### config.mk
export PLATFORM = sky130hd
export DESIGN_NAME = c2h_credit_tracker
export DESIGN_NICKNAME = d
export VERILOG_FILES = /design/src/rtl/c2h_credit_tracker.sv
export SDC_FILE = /design/constraint.sdc
export NUM_CORES = 2
export LEC_CHECK = 0
export CORE_UTILIZATION = 65
export CTS_BUF_LIST = sky130_fd_sc_hd__clkbuf_8
export DETAILED_ROUTE_END_ITERATION = 12
export PLACE_DENSITY = 0.83
export SYNTH_ARGS = -nofsm -noshare
export SYNTH_HDL_FRONTEND = slang
export SYNTH_SLANG_ARGS = --single-unit
### constraint.sdc
create_clock -name axi_aclk -period 12.7 [get_ports axi_aclk]
set_input_delay 2.54 -clock axi_aclk [delete_from_list [all_inputs] [get_ports axi_aclk]]
set_output_delay 2.54 -clock axi_aclk [all_outputs]
set_load 0.05 [all_outputs]
### src/rtl/c2h_credit_tracker.sv
// Per-queue C2H descriptor-credit store: accumulates tm_dsc_sts availability,
// grants/denies consume requests and exports a registered has-credit bitmap.
module c2h_credit_tracker #(
  parameter int NQ          = 16,
  parameter int QID_W       = 11,
  parameter int TM_DSC_BITS = 16,
  parameter int CRDT_W      = 16
) (
  input  logic                   axi_aclk,
  input  logic                   axi_areset,
  input  logic                   tm_dsc_sts_vld,
  input  logic [QID_W-1:0]       tm_dsc_sts_qid,
  input  logic [TM_DSC_BITS-1:0] tm_dsc_sts_avl,
  input  logic                   tm_dsc_sts_qen,
  input  logic                   tm_dsc_sts_dir,
  input  logic                   tm_dsc_sts_mm,
  input  logic                   tm_dsc_sts_qinv,
  input  logic                   tm_dsc_sts_error,
  output logic                   tm_dsc_sts_rdy,
  input  logic [QID_W-1:0]       qid_base,
  input  logic [QID_W-1:0]       num_queue,
  input  logic                   flush,
  input  logic                   crd_req_vld,
  input  logic [QID_W-1:0]       crd_req_qid,
  input  logic [TM_DSC_BITS-1:0] crd_req_num,
  output logic                   crd_req_rdy,
  output logic                   crd_rsp_vld,
  output logic                   crd_rsp_grant,
  output logic [NQ-1:0]          crd_has_credit,
  output logic                   err_ovf,
  output logic                   err_qid
);

  localparam int IDX_W = (NQ > 1) ? $clog2(NQ) : 1;

  typedef enum logic {S_INIT, S_IDLE} state_t;

  state_t                 state_q;
  logic [IDX_W-1:0]       idx_q;
  logic [CRDT_W-1:0]      credit_q [NQ];
  logic [CRDT_W-1:0]      credit_d [NQ];
  logic                   rsp_vld_q, rsp_grant_q, err_ovf_q, err_qid_q;
  logic [NQ-1:0]          has_credit_q;

  logic                   go;
  logic [QID_W:0]         num_eff;
  logic [QID_W-1:0]       upd_off, req_off;
  logic                   upd_in, req_in, upd_ok, grant_c, ovf_hit, qid_bad;
  logic [IDX_W-1:0]       upd_idx, req_idx;
  logic [CRDT_W-1:0]      avl_ext, num_ext;
  logic [CRDT_W:0]        sum;

  assign go      = (state_q == S_IDLE) && !flush;
  assign num_eff = ({1'b0, num_queue} > (QID_W+1)'(NQ)) ? (QID_W+1)'(NQ) : {1'b0, num_queue};

  // qid < qid_base is out of range; the offset is only meaningful when in range
  assign upd_off = tm_dsc_sts_qid - qid_base;
  assign req_off = crd_req_qid - qid_base;
  assign upd_in  = (tm_dsc_sts_qid >= qid_base) && ({1'b0, upd_off} < num_eff);
  assign req_in  = (crd_req_qid >= qid_base) && ({1'b0, req_off} < num_eff);
  assign upd_idx = upd_off[IDX_W-1:0];
  assign req_idx = req_off[IDX_W-1:0];
  assign upd_ok  = tm_dsc_sts_dir && !tm_dsc_sts_mm && !tm_dsc_sts_error && tm_dsc_sts_qen;
  assign avl_ext = CRDT_W'(tm_dsc_sts_avl);
  assign num_ext = CRDT_W'(crd_req_num);

  assign grant_c = req_in && ((crd_req_num == '0) || (credit_q[req_idx] >= num_ext));
  assign qid_bad = go && ((tm_dsc_sts_vld && upd_ok && !upd_in) || (crd_req_vld && !req_in));

  always_comb begin
    ovf_hit = 1'b0;
    sum     = '0;
    for (int i = 0; i < NQ; i++) begin
      credit_d[i] = credit_q[i];
      if (go && crd_req_vld && grant_c && (req_idx == IDX_W'(i)))
        credit_d[i] = credit_q[i] - num_ext;
      if (go && tm_dsc_sts_vld && upd_ok && upd_in && (upd_idx == IDX_W'(i))) begin
        if (tm_dsc_sts_qinv) begin
          credit_d[i] = '0;
        end else begin
          sum = {1'b0, credit_d[i]} + {1'b0, avl_ext};
          if (sum[CRDT_W]) begin
            credit_d[i] = '1;
            ovf_hit     = 1'b1;
          end else begin
            credit_d[i] = sum[CRDT_W-1:0];
          end
        end
      end
    end
  end

  always_ff @(posedge axi_aclk) begin
    if (axi_areset) begin
      state_q      <= S_INIT;
      idx_q        <= '0;
      rsp_vld_q    <= 1'b0;
      rsp_grant_q  <= 1'b0;
      err_ovf_q    <= 1'b0;
      err_qid_q    <= 1'b0;
      has_credit_q <= '0;
    end else begin
      case (state_q)
        S_INIT: begin
          credit_q[idx_q] <= '0;
          idx_q           <= idx_q + 1'b1;
          rsp_vld_q       <= 1'b0;
          rsp_grant_q     <= 1'b0;
          has_credit_q    <= '0;
          if (idx_q == IDX_W'(NQ-1)) state_q <= S_IDLE;
        end
        S_IDLE: begin
          if (flush) begin
            state_q      <= S_INIT;
            idx_q        <= '0;
            rsp_vld_q    <= 1'b0;
            rsp_grant_q  <= 1'b0;
            has_credit_q <= '0;
          end else begin
            for (int i = 0; i < NQ; i++) begin
              credit_q[i]     <= credit_d[i];
              has_credit_q[i] <= (credit_d[i] != '0);
            end
            rsp_vld_q   <= crd_req_vld;
            rsp_grant_q <= crd_req_vld && grant_c;
            err_ovf_q   <= err_ovf_q | ovf_hit;
            err_qid_q   <= err_qid_q | qid_bad;
          end
        end
        default: state_q <= S_INIT;
      endcase
    end
  end

  assign tm_dsc_sts_rdy = (state_q == S_IDLE);
  assign crd_req_rdy    = (state_q == S_IDLE);
  assign crd_rsp_vld    = rsp_vld_q;
  assign crd_rsp_grant  = rsp_grant_q;
  assign crd_has_credit = has_credit_q;
  assign err_ovf        = err_ovf_q;
  assign err_qid        = err_qid_q;

endmodule

# == Word level (Yosys, flattened, before mapping) ==
# Memories as Yosys holds them, arrays and structs flattened.
# Cells that the tools add are included.
# totals
mem_count,1
ramBits,256
inputBits,86
output_inout_bits,22
ff_bits,25
# classes
mux,133
order_cmp,6
n_reduce_logical,77
eq_ne,32
bitwise,4
n_addsub,35
# memory_table
name,words,width,rd,rd_ports_with_merged_regs,write_ports,line_no,rtl
credit_q,16,16,17,0,16,40,logic [CRDT_W-1:0] credit_q [NQ];
# op_table
op,count
16-bit 2-to-1 mux,66
16-bit by 16-bit adder with 17-bit output,16
16-bit nonzero test,16
16-bit subtractor,16
4-bit == test (second input constant),17
1-bit 2-to-1 mux,59
1-bit logical AND,49
4-bit by 3-bit == test with 1-bit output (second input constant),8
16-bit case mux with 2 select lines,1
11-bit >= comparator,2
11-bit < comparator,2
11-bit subtractor,2
4-bit by 2-bit == test with 1-bit output (second input constant),4
16-bit >= comparator,1
16-bit zero test,1
16-bit OR reduction,1
11-bit by 5-bit greater-than comparator with 1-bit output (second input constant),1
11-bit 2-to-1 mux,1
4-bit by 1-bit == test with 1-bit output (second input constant),2
4-bit zero test,2
4-bit 2-to-1 mux,2
4-bit case mux with 2 select lines,1
1-bit case mux with 2 select lines,3
1-bit zero test,5
other kinds (6),9

# == Logic depth before layout (Yosys ltp) ==
# depth
depth_word,58
mapped_depth,38

# == Least setup slack after synthesis ==
# OpenSTA, ideal clock, no wires.
# synth_timing
path_kind,input to register
start,input port crd_req_qid[0]
end,"register err_ovf_q, in the netlist err_ovf"
stages,32
slack_ns,1.885
path_buffers,6
arrival_ns,10.676
cell_sequence,inv_1 -> ha_1 -> inv_1 -> fa_1 -> clkbuf_1 -> clkbuf_1 -> buf_1 -> buf_1 -> mux4_2 -> nand2_1 -> a31oi_1 -> ha_1 -> nand4_1 -> or4_1 -> o22ai_1 -> o31ai_1 -> buf_6 -> a2111oi_4 -> buf_4 -> mux2i_1 -> ha_1 -> fa_1 -> a211oi_1 -> o21ai_1 -> a2111oi_2 -> nor4b_1 -> o31a_1 -> nor2_1 -> o221ai_1 -> or4_1 -> a2111oi_0 -> a211oi_1
# synth_via
elab_chain_len,58
elab_cells_between_ends,122
classes_between,add/sub: 17; order compare: 3; eq/ne: 15; mux: 64; bitwise: 1; reduce/logical: 21; memory: 1
# synth_rtl
item,line_no,rtl
from (decl),24,"input logic [QID_W-1:0] crd_req_qid,"
11-bit subtractor,58,assign req_off = crd_req_qid - qid_base;
memory read 16 x 16 bit,--,
16-bit >= comparator,67,assign grant_c = req_in && ((crd_req_num == '0) || (credit_q[req_idx] >= num_ext));
1-bit logical OR,67,
1-bit logical AND,67,
1-bit logical AND (2 in series),75,if (go && crd_req_vld && grant_c && (req_idx == IDX_W'(i)))
16-bit 2-to-1 mux,75,
16-bit by 16-bit adder with 17-bit output,81,"sum = {1'b0, credit_d[i]} + {1'b0, avl_ext};"
[... 41 more ...],--,
1-bit 2-to-1 mux,77,if (go && tm_dsc_sts_vld && upd_ok && upd_in && (upd_idx == IDX_W'(i))) begin
1-bit 2-to-1 mux,82,if (sum[CRDT_W]) begin
1-bit 2-to-1 mux,78,if (tm_dsc_sts_qinv) begin
1-bit 2-to-1 mux,77,
1-bit 2-to-1 mux,82,
1-bit 2-to-1 mux,78,
1-bit 2-to-1 mux *,77,
1-bit OR *,126,err_ovf_q <= err_ovf_q | ovf_hit;
to (signal assigned),126,
to (decl),42,"logic rsp_vld_q, rsp_grant_q, err_ovf_q, err_qid_q;"
# Mark *: on every way between the ends. The rest lies on a longest branch, timed or not.
# A chain may end at the register's enable or synchronous reset.

# == Worst setup path in the final report ==
# layout_timing
start,input port qid_base[0]
end,"register err_ovf_q, in the netlist err_ovf"
# layout_via
elab_chain_len,58
elab_cells_between_ends,159
classes_between,add/sub: 18; order compare: 5; eq/ne: 30; mux: 64; bitwise: 1; reduce/logical: 40; memory: 1
# layout_rtl
item,line_no,rtl
from (decl),20,"input logic [QID_W-1:0] qid_base,"
11-bit subtractor,58,
memory read 16 x 16 bit,--,
16-bit >= comparator,67,
1-bit logical OR,67,
1-bit logical AND,67,
1-bit logical AND (2 in series),75,
16-bit 2-to-1 mux,75,
16-bit by 16-bit adder with 17-bit output,81,
[... 41 more ...],--,
1-bit 2-to-1 mux,77,
1-bit 2-to-1 mux,82,
1-bit 2-to-1 mux,78,
1-bit 2-to-1 mux,77,
1-bit 2-to-1 mux,82,
1-bit 2-to-1 mux,78,
1-bit 2-to-1 mux *,77,
1-bit OR *,126,
# Marks and branches as above.

==> run summary <==
First-pass GRT wire length - 250000 µm
Min-delay worst type - flip-flop to flip-flop
Detailed placer's ending HPWL - 127000 µm
Num rows - 93
Post-route minimum period - 11790 ps
PortBufs - 107
Slew headroom - 8.87%
Crit-path max FO - 50
PwrDens - 68.7 nW/µm²
Die area - 66900 µm²
Gr usage total - 49.4%
Number of distinct library cells after synthesis - 95
Number of remaining DRC errors - 0
Post-CTS setup buffers - 0
Pwr Total - 3.19 mW
CP peak stage delay - 980 ps
DP Area - 45100 µm²
Vias per std cell - 7.09
Nets - 6033
Clock tree sinks - 281
Leak pwr - 19.3 nW
Count leader, synth - nor2_1
Setup Viol. Count Final - 0
MaxCap Viol Count - 0
DR WL/cell - 27.1 µm
Routed Wire Length - 169000 µm
TritonCTS clock tree - done
Post-synth EDFFs - 256
FF+latch count, synth - 281
Setup WS pre-CTS - 482 ps
Initial antenna violation count - 6
Skew final - 53.2 ps
Worst-case vdd ir drop - 63.4 µV
Share of cells above drive strength 1 - 7.89%
Synth Cell Area - 42800 µm²
Mux share of post-synthesis cell area - 7.03%
Ys async rst share - 0%
Cts bufs inserted - 54
Synth cell count leaders - 573 x nor2_1, 558 x ha_1, 469 x a21oi_1, 405 x o21ai_0, 401 x nand2_1
CP max-delay cell - fa_4
Final Hold Vio Count - 0
Post-synthesis simple-gate area fraction - 18.2%
CTS Root Cell - clkbuf_8
Post-synthesis sequential area ratio - 19.1%
PnR worst setup slack - 911 ps
Initial Util - 66.1%
Unrepaired setup endpoints after global routing - no
Fin crit share - 92.8%
Ys Warns - 0
Area growth syn-to-layout - 8.20%
Main area contributors after synthesis - edfxtp_1 18%, ha_1 16%, a21oi_1 5.5%
Status - finished clean
Top cell type's share of synthesized area - 18.0%
Required time worst endpoint - 13230 ps
Post-synth top area cell - edfxtp_1
Max-slew violation count - 0
Detailed-route via count - 44387
Die Span Y - 259 µm
Post-route ant nets - 0
Syn_area_per_cell - 8.15 µm²
CP Launch Type - input pin
Synth Area in XOR/XNOR - 8.20%
P_int - 1.99 mW
Critical path endpoint category - flip-flop
TNS Setup - 0 ps
Fmax - 84.8 MHz
Clock latency on the worst-skew pair - 710 ps
Clock buffer depth - 3
Switching Power - 1.20 mW
Vias in the first global route - 40601
Sequential share of power - 32.1%
CORE AREA - 64800 µm²
DRT iter0 DRCs - 5513
GP Congestion - 1.09
Largest net degree at the start of global routing - 104
CTS resizes - 0
Synth Area in Adders - 17.9%
Total gr overflow - 0
Largest family of logic cells by synthesized area - compound AO/OA/AOI/OAI gates
Io pins - 108
Width of the chip - 259 µm
CP arrival - 12310 ps
Main flop type after synthesis - edfxtp_1
Design Area, Final - 46300 µm²
WS Path Type - input pin to flip-flop
Comb power frac - 34.8%
CTS H-tree lvls - 2
Clock-pin slew on the worst setup and hold paths - 70 ps
Sw frac - 37.6%
Mapped Cells - 5253
Hold_buf cts - 0
Clock share of power - 33.1%
Synth Area in Compound Gates - 26.2%
Pre-antenna DRT Iters - 6
Post-route core utilization - 71.5%
Worst-Margin Slew - 1360 ps
## state kept, by name, indices dropped and copies added (netlist names)
signal          flops
crd_rsp_vld         1
idx_q               4
crd_rsp_grant       1
crd_has_credit     16
err_qid             1
credit_q          256
err_ovf             1
crd_req_rdy         1
## critical path, delay by kind of cell
family	cells	cell delay [ps]
buffers and inverters	3	910
muxes	1	560
and+or+nand+nor	5	1510
AOI/OAI and AO/OA	14	4510
adders and majority gates	5	2200
## cell type report
cell class,instances,area (µm²)
clock inverter,43,375
fill,5188,18500
sequential,281,8190
inverter,192,721
multi-input combinational,4617,33400
tap,855,1070
timing repair buffer,209,1760
antenna,5,12.5
clock buffer,58,798
## per-layer routing
layer	GRT usage, %	up-vias	wire length (µm)	share of wire (%)
met2	72.8	2966	69400	41
met1	61.8	20482	61300	36
met4	37.7	10	15400	9.1
met3	12.7	823	23300	14
li1	-	20106	-	-
met5	0.356	-	90	0.053
## cells in the final DEF (no fill, tap or decap), drive strengths merged, types with 32 or more instances in the layout
| cell | Yosys | layout |
|---|---|---|
| o21a | 112 | 112 |
| nor4 | 41 | 41 |
| clkbuf | 140 | 58 |
| o21ai | 409 | 409 |
| nor2 | 573 | 573 |
| mux2 | 87 | 87 |
| fa | 34 | 34 |
| or3 | 39 | 39 |
| o21bai | 44 | 44 |
| nand3 | 111 | 111 |
| nand2 | 405 | 405 |
| o211ai | 41 | 41 |
| and2 | 53 | 53 |
| a21oi | 469 | 469 |
| o31ai | 35 | 35 |
| a31oi | 72 | 72 |
| a22oi | 32 | 32 |
| nand4 | 64 | 64 |
| edfxtp | 256 | 256 |
| ha | 558 | 558 |
| clkdlybuf4s50 | 0 | 89 |
| nor2b | 42 | 42 |
| inv | 192 | 202 |
| mux4 | 64 | 64 |
| xnor2 | 257 | 257 |
| nor3 | 139 | 139 |
| xor2 | 144 | 144 |
| a21o | 124 | 124 |
| a211oi | 146 | 146 |
| nand2b | 65 | 65 |
| buf | 34 | 120 |
| and3 | 51 | 51 |
| mux2i | 59 | 59 |
## final timing paths
| check | from | endpoint | slack (ps) | cells past startpoint |
|---|---|---|---|---|
| setup / recovery | qid_base[0] | err_ovf$_SDFFE_PP0P_ | 910 | 28 |
| hold reg to reg | err_qid$_SDFFE_PP0P_ | err_qid$_SDFFE_PP0P_ | 540 | 2 |
| setup reg to reg | credit_q[14][15]$_SDFFCE_PN0P_ | err_ovf$_SDFFE_PP0P_ | 4010 | 22 |
| hold / removal | err_qid$_SDFFE_PP0P_ | err_qid$_SDFFE_PP0P_ | 540 | 2 |
## power groups by stage
stage                     Sequential [mW]  Clock (mW)  Combinational [mW]
after floorplan                      1.03           0               0.735
after global placement               1.04           0                1.04
after detailed placement             1.04           0                1.06
after CTS                            1.02        1.04                1.07
after global routing                 1.02        1.08                1.18
final                                1.02        1.05                1.11
## cell families after synthesis
logic type,after synthesis
compound gates,1741
fa+ha+maj,592
xor+xnor,401
flops,281
buf+inv,366
simple gates,1661
mux,210
other cells,1
## through the flow
step,instances,hold slack [ps]
after floorplan,5264,524
after global placement,6154,501
after detailed placement,6154,518
after CTS,6255,532
after global routing,6256,611
final,6260,536
No activity file was read; power rests on OpenSTA's default activity.
